## config.mk

```make
export PLATFORM = sky130hd
export DESIGN_NAME = fifo_burst_reader_flat
export DESIGN_NICKNAME = d
export VERILOG_FILES = /design/src/rtl/fifo_burst_reader_if.sv /design/src/rtl/fifo_burst_reader.sv /design/src/flat_wrapper.sv
export SDC_FILE = /design/constraint.sdc
export NUM_CORES = 1
export LEC_CHECK = 0
export CORE_ASPECT_RATIO = 1.2
export CORE_MARGIN = 4
export CORE_UTILIZATION = 60
export CTS_BUF_LIST = sky130_fd_sc_hd__clkbuf_8
export CTS_CLUSTER_SIZE = 10
export DETAILED_ROUTE_END_ITERATION = 12
export DONT_BUFFER_PORTS = 1
export GPL_TIMING_DRIVEN = 1
export PLACE_DENSITY = 0.81
export SYNTH_ARGS = -nofsm -noshare
export SYNTH_HDL_FRONTEND = slang
export SYNTH_SLANG_ARGS = --single-unit
```

## constraint.sdc

```tcl
create_clock -name clk -period 5.3 [get_ports clk]
set_input_delay 0.795 -clock clk [delete_from_list [all_inputs] [get_ports clk]]
set_output_delay 0.795 -clock clk [all_outputs]
set_load 0.01 [all_outputs]
```

## src/rtl/fifo_burst_reader_if.sv

```systemverilog
// FIFO read port and output stream of the burst reader, bundled for port connection.
// The master side is the reader; the slave side is the FIFO plus the downstream consumer.
interface fifo_burst_reader_if #(
  parameter int DATA_W = 8
);
  logic              fifo_rd;
  logic [DATA_W-1:0] fifo_data;
  logic              fifo_empty;
  logic              fifo_underflow;
  logic              out_valid;
  logic              out_ready;
  logic [DATA_W-1:0] out_data;
  logic              out_last;

  modport master (
    output fifo_rd, out_valid, out_data, out_last,
    input  fifo_data, fifo_empty, fifo_underflow, out_ready
  );

  modport slave (
    input  fifo_rd, out_valid, out_data, out_last,
    output fifo_data, fifo_empty, fifo_underflow, out_ready
  );
endinterface

```

## src/rtl/fifo_burst_reader.sv

```systemverilog
// Drains a programmed number of words from an 8-deep synchronous FIFO onto a valid/ready
// stream, hiding the FIFO's one-cycle read latency behind a two-entry skid buffer.
module fifo_burst_reader #(
  parameter int DATA_W = 8,
  parameter int LEN_W  = 8
) (
  input  logic                clk,
  input  logic                rst,
  input  logic                start,
  input  logic [LEN_W-1:0]    burst_len,
  fifo_burst_reader_if.master bus,
  output logic                busy,
  output logic                done,
  output logic [LEN_W-1:0]    count_sent,
  output logic                err_underflow
);

  typedef enum logic [1:0] {IDLE, RUN, DRAIN, DONE} state_e;

  state_e            state_q, state_d;
  logic [LEN_W-1:0]  len_q, len_d;
  logic [LEN_W-1:0]  issued_q, issued_d;
  logic [LEN_W-1:0]  sent_q, sent_d;
  logic [DATA_W-1:0] skid_q [2];
  logic [DATA_W-1:0] skid_d [2];
  logic [1:0]        occ_q, occ_d;
  logic              pend_q, pend_d;
  logic              err_q, err_d;
  logic              rdIssue;
  logic              pop;
  logic              push;

  // A read may go out only if the buffer can still hold it once the in-flight word lands.
  always_comb begin
    pop     = (occ_q != 2'd0) && bus.out_ready;
    push    = pend_q;
    rdIssue = (state_q == RUN) && !bus.fifo_empty && (issued_q < len_q) &&
              (({1'b0, occ_q} + {2'b00, pend_q}) <= (3'd1 + {2'b00, pop}));
  end

  assign bus.fifo_rd   = rdIssue;
  assign bus.out_valid = (occ_q != 2'd0);
  assign bus.out_data  = skid_q[0];
  assign bus.out_last  = (occ_q != 2'd0) && (sent_q == len_q - LEN_W'(1));
  assign busy          = (state_q == RUN) || (state_q == DRAIN);
  assign done          = (state_q == DONE);
  assign count_sent    = sent_q;
  assign err_underflow = err_q;

  // Skid buffer: entry 0 is always the head shown on the stream.
  always_comb begin
    skid_d = skid_q;
    occ_d  = occ_q;
    case ({push, pop})
      2'b10: begin
        skid_d[occ_q[0]] = bus.fifo_data;
        occ_d            = occ_q + 2'd1;
      end
      2'b01: begin
        skid_d[0] = skid_q[1];
        occ_d     = occ_q - 2'd1;
      end
      2'b11: begin
        if (occ_q == 2'd1) begin
          skid_d[0] = bus.fifo_data;
        end else begin
          skid_d[0] = skid_q[1];
          skid_d[1] = bus.fifo_data;
        end
      end
      default: begin
      end
    endcase
  end

  always_comb begin
    state_d  = state_q;
    len_d    = len_q;
    issued_d = issued_q;
    sent_d   = sent_q;
    err_d    = err_q;
    pend_d   = rdIssue;
    if (rdIssue) begin
      issued_d = issued_q + LEN_W'(1);
    end
    if (pop) begin
      sent_d = sent_q + LEN_W'(1);
    end
    if (busy && bus.fifo_underflow) begin
      err_d = 1'b1;
    end
    case (state_q)
      IDLE: begin
        if (start) begin
          len_d    = burst_len;
          issued_d = '0;
          sent_d   = '0;
          err_d    = 1'b0;
          state_d  = (burst_len == '0) ? DONE : RUN;
        end
      end
      RUN: begin
        if (issued_q == len_q) begin
          state_d = DRAIN;
        end
      end
      // Leave on the same edge that completes the final handshake.
      DRAIN: begin
        if ((occ_d == 2'd0) && !pend_d && (sent_d == len_q)) begin
          state_d = DONE;
        end
      end
      DONE: begin
        state_d = IDLE;
      end
      default: begin
        state_d = IDLE;
      end
    endcase
  end

  always_ff @(posedge clk) begin
    if (rst) begin
      state_q   <= IDLE;
      len_q     <= '0;
      issued_q  <= '0;
      sent_q    <= '0;
      occ_q     <= 2'd0;
      pend_q    <= 1'b0;
      err_q     <= 1'b0;
      skid_q[0] <= '0;
      skid_q[1] <= '0;
    end else begin
      state_q   <= state_d;
      len_q     <= len_d;
      issued_q  <= issued_d;
      sent_q    <= sent_d;
      occ_q     <= occ_d;
      pend_q    <= pend_d;
      err_q     <= err_d;
      skid_q[0] <= skid_d[0];
      skid_q[1] <= skid_d[1];
    end
  end

  always_ff @(posedge clk) begin
    if (!rst) begin
      assert (!(rdIssue && bus.fifo_empty));
      assert (!(push && !pop && (occ_q == 2'd2)));
    end
  end

endmodule

```

## src/flat_wrapper.sv

```systemverilog
// flat-port wrapper written by rule: the top's interface ports become plain ports
module fifo_burst_reader_flat 
#(
  parameter int DATA_W = 8,
  parameter int LEN_W  = 8
)
  (clk, rst, start, burst_len, busy, done, count_sent, err_underflow, bus_fifo_rd, bus_out_valid, bus_out_data, bus_out_last, bus_fifo_data, bus_fifo_empty, bus_fifo_underflow, bus_out_ready);
  fifo_burst_reader_if #(.DATA_W(DATA_W)) bus_i ();
  input  logic clk;
  input  logic rst;
  input  logic start;
  input  logic [LEN_W-1:0] burst_len;
  output logic busy;
  output logic done;
  output logic [LEN_W-1:0] count_sent;
  output logic err_underflow;
  output wire logic [$bits(bus_i.fifo_rd)-1:0] bus_fifo_rd;
  output wire logic [$bits(bus_i.out_valid)-1:0] bus_out_valid;
  output wire logic [$bits(bus_i.out_data)-1:0] bus_out_data;
  output wire logic [$bits(bus_i.out_last)-1:0] bus_out_last;
  input wire logic [$bits(bus_i.fifo_data)-1:0] bus_fifo_data;
  input wire logic [$bits(bus_i.fifo_empty)-1:0] bus_fifo_empty;
  input wire logic [$bits(bus_i.fifo_underflow)-1:0] bus_fifo_underflow;
  input wire logic [$bits(bus_i.out_ready)-1:0] bus_out_ready;
  assign bus_fifo_rd = bus_i.fifo_rd;
  assign bus_out_valid = bus_i.out_valid;
  assign bus_out_data = bus_i.out_data;
  assign bus_out_last = bus_i.out_last;
  assign bus_i.fifo_data = bus_fifo_data;
  assign bus_i.fifo_empty = bus_fifo_empty;
  assign bus_i.fifo_underflow = bus_fifo_underflow;
  assign bus_i.out_ready = bus_out_ready;
  fifo_burst_reader #(.DATA_W(DATA_W), .LEN_W(LEN_W)) u_core (.clk(clk), .rst(rst), .start(start), .burst_len(burst_len), .bus(bus_i), .busy(busy), .done(done), .count_sent(count_sent), .err_underflow(err_underflow));
endmodule
```

==> flow_metrics.py, run 1 <==
metrics = {
    "outcome": {
        "status": "complete, no violations",
    },
    "placement": {
        "gp_congestion": 0.8695,
        "dpl.hpwl_mm": 4.787,
        "dp.cells": 387,
        "io_buffers": 0,
    },
    "hold_path": {
        "min_from": "u_core.skid_q[2]",
        "hold_class": "reg -> reg",
    },
    "route": {
        "first_iter_violations": 171,
        "route.detailed.drc": 0,
        "wl_mm": 6.256,
        "vias_per_cell": 5.896,
        "avgRoutedWirePerCell_um": 15.84,
        "first_pass_iters": 4,
        "via_count": 2329,
        "antenna_left": 0,
    },
    "clock_network": {
        "cts_buffers": 5,
        "post_cts_buffers": 0,
        "cts-root-buf": "clkbuf_8",
        "clk_latency_ps": 310,
        "postCtsHoldBufs": 0,
        "clkTransAtPathRegs_ps": 80,
        "clkSinkCount": 46,
        "post_cts_resized": 0,
        "clock_path_buffers": 2,
        "h-tree-depth": 2,
        "cts_tree": "done",
    },
    "logic_synthesis": {
        "yosys.area.top_type": "dfxtp_1",
        "yosysWarnings": 0,
        "synth_cell_types": 50,
        "syn_nets": 401,
        "synth_edf_count": 0,
        "yosys-top-cells-area": "dfxtp_1, ha_1, xnor2_1, nor2_1, nand3_1",
        "yosysTopAreaCellShare_pct": 31.72,
        "synth_area_mm2": 0.002903,
        "synth-main-ff-cell": "dfxtp_1",
        "synth-seq-cells": 46,
        "syn-instance-count": 353,
        "seq_area_frac_synth_pct": 31.72,
        "syn_area_per_cell_um2": 8.223,
        "synth_async_sr_flop_share_pct": 0,
    },
    "sta": {
        "fin_tns_setup_ps": 0,
        "finalCritPeriodShare_pct": 70.14,
        "rsz0062_at_grt": "false",
        "worst_pin_slew_ps": 985.4,
        "fmax_ghz": 0.2690,
        "setup_violations": 0,
        "drv_slew": 0,
        "min_period_ps": 3718,
        "skew_ps": 11.08,
        "relSlewSlack_pct": 34.06,
        "finalHoldViolCount": 0,
    },
    "power_and_ir_drop": {
        "p_total_mw": 1.064,
        "combPwrFrac_pct": 37.6,
        "clkPwrFrac_pct": 21.3,
        "max-vdd-ir-drop_v": 0.0002462,
        "switching_power_mw": 0.4038,
        "p_seq_share_pct": 41.2,
        "p_leak_nw": 1.107,
        "p_per_area_mw_per_mm2": 364.6,
        "p_int_mw": 0.6605,
        "power_switching_share_pct": 37.94,
    },
    "cells_and_area": {
        "drive_gt1_share_pct": 5.341,
        "fin_cells": 395,
        "nNetsFinal": 384,
        "n_antenna_cell": 0,
        "area_growth_pct": 0.5604,
    },
    "global_routing": {
        "grt_pass1_wl_mm": 10.54,
        "groute.layer.met1.usage_pct": 25.54,
        "grt_use_met3_pct": 5.269,
        "grt_use_met2_pct": 37.88,
        "grt_overflow": 0,
        "track_usage_pct": 21.79,
        "antenna_found_initial": 0,
        "grt_pass1_vias": 2322,
        "grt-busiest-layer": "met2",
        "grt_max_degree": 32,
    },
    "floorplanning": {
        "die_w_um": 71.50,
        "coreArea_mm2": 0.004628,
        "ios": 44,
        "die_y_um": 84.20,
        "rows": 27,
        "dieArea_mm2": 0.006020,
        "floorplan.initialDensity_pct": 62.72,
    },
    "setup_path": {
        "crit_path_start_kind": "register",
        "critPathMaxFanout": 11,
        "cp_top_family": "buffers and inverters",
        "max_stage_delay_ps": 480,
        "endpoint_kind": "output pin",
        "crit_chain": "inv_1, ha_1, inv_1, nand2_1, inv_1, fa_1, o31a_1, a21oi_1, a2111oi_2, buf_4",
        "cp.arrival_ps": 2920,
        "path_buf_inv": 4,
        "required_ps": 4510,
        "crit_start": "u_core.occ_q[0]",
        "path_class": "reg -> out",
        "rr_startpoint": "u_core.occ_q[0]",
        "slowest_stage": "fa_1",
        "crit_top_cell": "inv_1",
    },
    "flow_run": {
        "cap_violations": 0,
    },
}
synth_stat cells (2+ instances only):
cell type / n
clkbuf_1: 10
a22oi_1: 10
ha_1: 25
buf_6: 4
nand2b_1: 5
and3_1: 6
nand3_1: 25
mux2i_1: 4
nor3_1: 6
inv_1: 20
a21oi_1: 22
dfxtp_1: 46
nand2_1: 32
a211oi_1: 10
or3_1: 2
nand4_1: 6
xnor2_1: 18
nor2_1: 40
or2_2: 4
o21ai_0: 5
nor4_1: 3
buf_4: 9
xor2_1: 14
layout by cell type, fill, tap and decap left out, types with 2 or more instances in the layout:
cell type,netlist,layout
clkbuf_8,0,6
xor2_1,14,14
mux2i_1,4,4
nand2b_1,5,5
nor2_1,40,40
a21oi_1,22,22
nand3_1,25,25
nor3_1,6,6
a22oi_1,10,10
nand2_1,32,32
ha_1,25,25
dfxtp_1,46,46
xnor2_1,18,18
and3_1,6,6
nand4_1,6,6
or3_1,2,2
o21ai_0,5,5
a211oi_1,10,10
or2_2,4,4
nor4_1,3,3
inv_1,20,21
layer usage:
| layer | up-vias | wire (um) |
|---|---|---|
| met2 | 62 | 3240 |
| li1 | 1180 | - |
| met4 | 0 | 124 |
| met1 | 1078 | 2522 |
| met5 | - | 0 |
| met3 | 9 | 368 |
final timing paths:
| check | endpoint | slack (ps) | cells past startpoint |
|---|---|---|---|
| max | bus_fifo_rd | 1580 | 10 |
| min | u_core.skid_q[2] | 450 | 2 |
| max reg2reg | u_core.state_q[0] | 2030 | 13 |
| min reg2reg | u_core.skid_q[2] | 450 | 2 |
logic make-up (layout without fill, tap and decap cells):
family	after synthesis	in the layout	share of synthesized area [%]
DFF	46	46	31.72
buffers and inverters	45	29	8.060
and+or+nand+nor	137	137	22.63
xor gates and xnor gates	32	32	9.655
muxes	5	5	1.767
AOI/OAI and AO/OA	62	62	14.70
adders and majority gates	26	26	11.47
state kept, by name, summed over array words and instances (netlist names):
name                  flops
u_core.state_q            2
u_core.len_q              8
u_core.skid_q             8
u_core.count_sent         8
u_core.err_underflow      1
u_core.occ_q              2
u_core.pend_q             1
u_core.issued_q           8
u_core.bus.out_data       8
stage by stage:
step                      util, %  hold WS, ps  cell area, um^2  setup slack [ps]
after floorplan                 -        431.6             2903              2172
after global placement      61.02        432.4             2824              2007
after CTS                   63.07        453.9             2919              1564
final                       63.07        452.9             2919              1582
after global routing        63.07        485.4             2919              1357
after detailed placement    61.02        442.0             2824              1920
power groups by stage:
stage | Sequential (mW) | Combinational, mW | Clock, mW
after floorplan | 0.420 | 0.371 | 0
after global placement | 0.445 | 0.384 | 0
after detailed placement | 0.447 | 0.396 | 0
after CTS | 0.438 | 0.399 | 0.230
after global routing | 0.443 | 0.446 | 0.246
final | 0.438 | 0.400 | 0.227
worst min-delay path, delay by kind of cell (launching register included):
kind | cells | cell delay [ps]
AND/OR/NAND/NOR | 1 | 50
AO/OA/AOI/OAI | 1 | 50
flip-flops | 1 | 320
area by class of cell:
| class | instances | area (um^2) |
|---|---|---|
| Tap cell | 58 | 72.57 |
| Clock inverter | 2 | 12.51 |
| Fill cell | 409 | 1709 |
| Clock buffer | 6 | 82.58 |
| Sequential cell | 46 | 920.9 |
| Multi-Input combinational cell | 262 | 1748 |
| Timing Repair Buffer | 1 | 7.507 |
| Inverter | 20 | 75.07 |
(Power assumes the default switching activity.)
==> inputs of run 2 (changes only) <==
Settings changed: ABC_AREA from default to 1.
Clock period 5.3 ns to 3.6 ns, I/O delays scaled along.
==> run 2 against run 1 <==
  * Sequential cell count unchanged
  * Count of clock-buffer cells in the layout increased by 1
  * Wire length decreased by 0.53%
  * Combinational power increased by 67%
  * Design area increased by 1.5%
  * Sequential power increased by 52%
  * Power increased by 59%
  * Sequential share of layout area decreased by 0.47 points
  * Via count increased by 6.4%
  * Non-clock buffer count increased by 1
  * Critical path depth increased by 1
  * Largest power group is now combinational logic
==> flow_metrics.py, run 2 <==
metrics = {
    "logic_synthesis": {
        "synth_cell_types": 38,
        "synth_async_sr_flop_share_pct": 0,
        "post_synth_and_or_nand_nor_area_fraction_pct": 26.50,
        "synth_xor_area_share_pct": 3.072,
        "synthMostInstantiatedCell": "nand2_1",
        "synth_area_mm2": 0.002851,
        "synthTopCellsByCount": "nand2_1, inv_1, dfxtp_1, nor2_1, a21oi_1",
        "yosysWarnings": 0,
        "yosys.area.top_type": "dfxtp_1",
        "yosys-top-cells-area": "dfxtp_1, nand2_1, ha_1, inv_1, a21oi_1",
        "synth-seq-cells": 46,
        "syn_area_per_cell_um2": 7.147,
        "yosysTopAreaCellShare_pct": 32.29,
        "seq_area_frac_synth_pct": 32.29,
        "yosys-mux-area-fraction_pct": 0,
        "synth_compound_area_share_pct": 15.45,
        "synth-main-ff-cell": "dfxtp_1",
        "syn_nets": 447,
        "syn-instance-count": 399,
        "synth_fa_ha_area_share_pct": 11.67,
        "synth_top_family_by_area": "simple AND/OR/NAND/NOR gates",
        "synth_edf_count": 0,
    },
    "cells_and_area": {
        "n_antenna_cell": 0,
        "layout_commonest_cell": "nand2_1",
        "utilization_pct": 64.49,
        "seq_area_um2": 920.9,
        "nFillCells": 420,
        "nNetsFinal": 443,
        "area_growth_pct": 3.905,
        "drive_gt1_share_pct": 6.313,
        "layout_common_cells": "nand2_1, inv_1, dfxtp_1",
        "multi_input_area_mm2": 0.001617,
    },
    "route": {
        "avgRoutedWirePerCell_um": 13.71,
        "antenna_left": 0,
        "route.detailed.drc": 0,
        "vias_per_cell": 5.460,
        "wl_mm": 6.223,
        "via_count": 2479,
        "first_pass_iters": 4,
        "first_iter_violations": 90,
    },
    "placement": {
        "dpl.hpwl_mm": 4.871,
        "gp_congestion": 0.8533,
        "pre_cts_slack_ps": 870.4,
        "io_buffers": 0,
    },
    "power_and_ir_drop": {
        "combPwrFrac_pct": 39.6,
        "p_leak_nw": 1.318,
        "p_per_area_mw_per_mm2": 569.5,
        "max-vdd-ir-drop_v": 0.0004350,
        "clkPwrFrac_pct": 21.0,
        "p_int_mw": 1.008,
        "power_switching_share_pct": 40.26,
        "switching_power_mw": 0.6794,
        "p_seq_share_pct": 39.4,
    },
    "floorplanning": {
        "coreArea_mm2": 0.004594,
        "rows": 27,
        "ios": 44,
        "die_y_um": 83.52,
        "die_w_um": 70.93,
        "dieArea_mm2": 0.005924,
        "floorplan.initialDensity_pct": 62.06,
    },
    "clock_network": {
        "cts_buffers": 5,
        "clock_path_buffers": 2,
        "post_cts_resized": 0,
        "post_cts_buffers": 0,
        "clk_latency_ps": 300,
        "h-tree-depth": 2,
        "postCtsHoldBufs": 0,
        "cts-root-buf": "clkbuf_8",
        "cts_tree": "done",
        "clkSinkCount": 46,
        "clkTransAtPathRegs_ps": 90,
    },
    "sta": {
        "setup_slack_ps": 639.2,
        "rsz0062_at_grt": "false",
        "fmax_ghz": 0.3377,
        "finalHoldViolCount": 0,
        "setup_violations": 0,
        "skew_ps": 6.967,
        "drv_slew": 0,
        "finalCritPeriodShare_pct": 82.24,
        "fin_tns_setup_ps": 0,
        "relSlewSlack_pct": 61.08,
        "min_period_ps": 2961,
        "holdWs_ps": 294.2,
        "worst_pin_slew_ps": 579.9,
    },
    "setup_path": {
        "crit_path_start_kind": "register",
        "r2r_cells": 16,
        "endpoint_kind": "output pin",
        "required_ps": 3060,
        "path_class": "reg -> out",
        "critPathMaxFanout": 6,
        "cp.arrival_ps": 2420,
    },
    "hold_path": {
        "min_path_cells": 1,
        "hold_class": "in -> reg",
    },
    "global_routing": {
        "track_usage_pct": 21.78,
        "grt_pass1_vias": 2408,
        "grt_pass1_wl_mm": 10.72,
        "antenna_found_initial": 0,
        "grt_overflow": 0,
        "grt_max_degree": 22,
    },
    "flow_run": {
        "cap_violations": 0,
    },
    "outcome": {
        "status": "complete, no violations",
    },
}
-- run 2: cell count changes in the layout (fill, tap and decap cells not counted), moves of 6 or more --
cell,before,now
xor2_1,14,8
and3_1,6,0
a221oi_1,1,8
xnor2_1,18,2
a22oi_1,10,1
nand2_1,32,86
a21oi_1,22,30
inv_1,21,59
o21ai_0,5,18
-- run 2: kinds of logic (layout without fill, tap and decap cells) --
| logic type | Yosys count | count (layout) |
|---|---|---|
| AOI/OAI and AO/OA | 74 | 74 |
| xor gates and xnor gates | 10 | 10 |
| adders and majority gates | 26 | 26 |
| buffers and inverters | 75 | 72 |
| DFF | 46 | 46 |
| and+or+nand+nor | 168 | 168 |
-- run 2: worst paths after layout --
path         slack (ps)                 end               start
max                 640         bus_fifo_rd     u_core.occ_q[0]
min                 290    u_core.skid_q[5]                 rst
max reg2reg         870  u_core.issued_q[6]     u_core.occ_q[0]
min reg2reg         460  u_core.issued_q[7]  u_core.issued_q[7]
-- run 2: per-layer routing --
metal  wire (um)  global-route usage (%)  part of all wire [%]
met1        2451                   24.59                    39
met2        3184                   38.40                    51
met3         450                   6.145                   7.2
met4         136                   7.863                   2.2
met5           0                       0                     0
-- run 2: layout make-up --
type | instances | area share [%]
multi-input cells | 278 | 54.56
flip-flops and latches | 46 | 31.08
inverters | 62 | 7.855
clock buffers | 7 | 3.252
well taps | 58 | 2.449
repair buffers | 2 | 0.5068
clock inverters | 1 | 0.2956
-- run 2: worst max-delay path, stage by stage, from the launching register on --
cell and delay, ps:
dfxtp_1 390, inv_1 120, ha_1 270, nor2_4 190, fa_1 460, inv_1 70, nand2_1 40, nor2_1 80
a21oi_1 50, nor2_1 80, nand2_1 140, inv_1 230
-- run 2: through the flow --
step	cells	area, um^2	total power, mW
3_3_place_gp	446	2858	1.320
2_1_floorplan	399	2851	1.227
6_report	454	2963	1.687
5_1_grt	454	2963	1.823
4_1_cts	454	2963	1.694
3_5_place_dp	446	2858	1.343
-- run 2: power groups by stage --
| stage | registers, mW | logic [mW] | clock network [mW] |
|---|---|---|---|
| after floorplan | 0.643 | 0.584 | 0 |
| after global placement | 0.673 | 0.647 | 0 |
| after detailed placement | 0.677 | 0.666 | 0 |
| after CTS | 0.665 | 0.670 | 0.358 |
| after global routing | 0.675 | 0.774 | 0.375 |
| final | 0.665 | 0.669 | 0.354 |
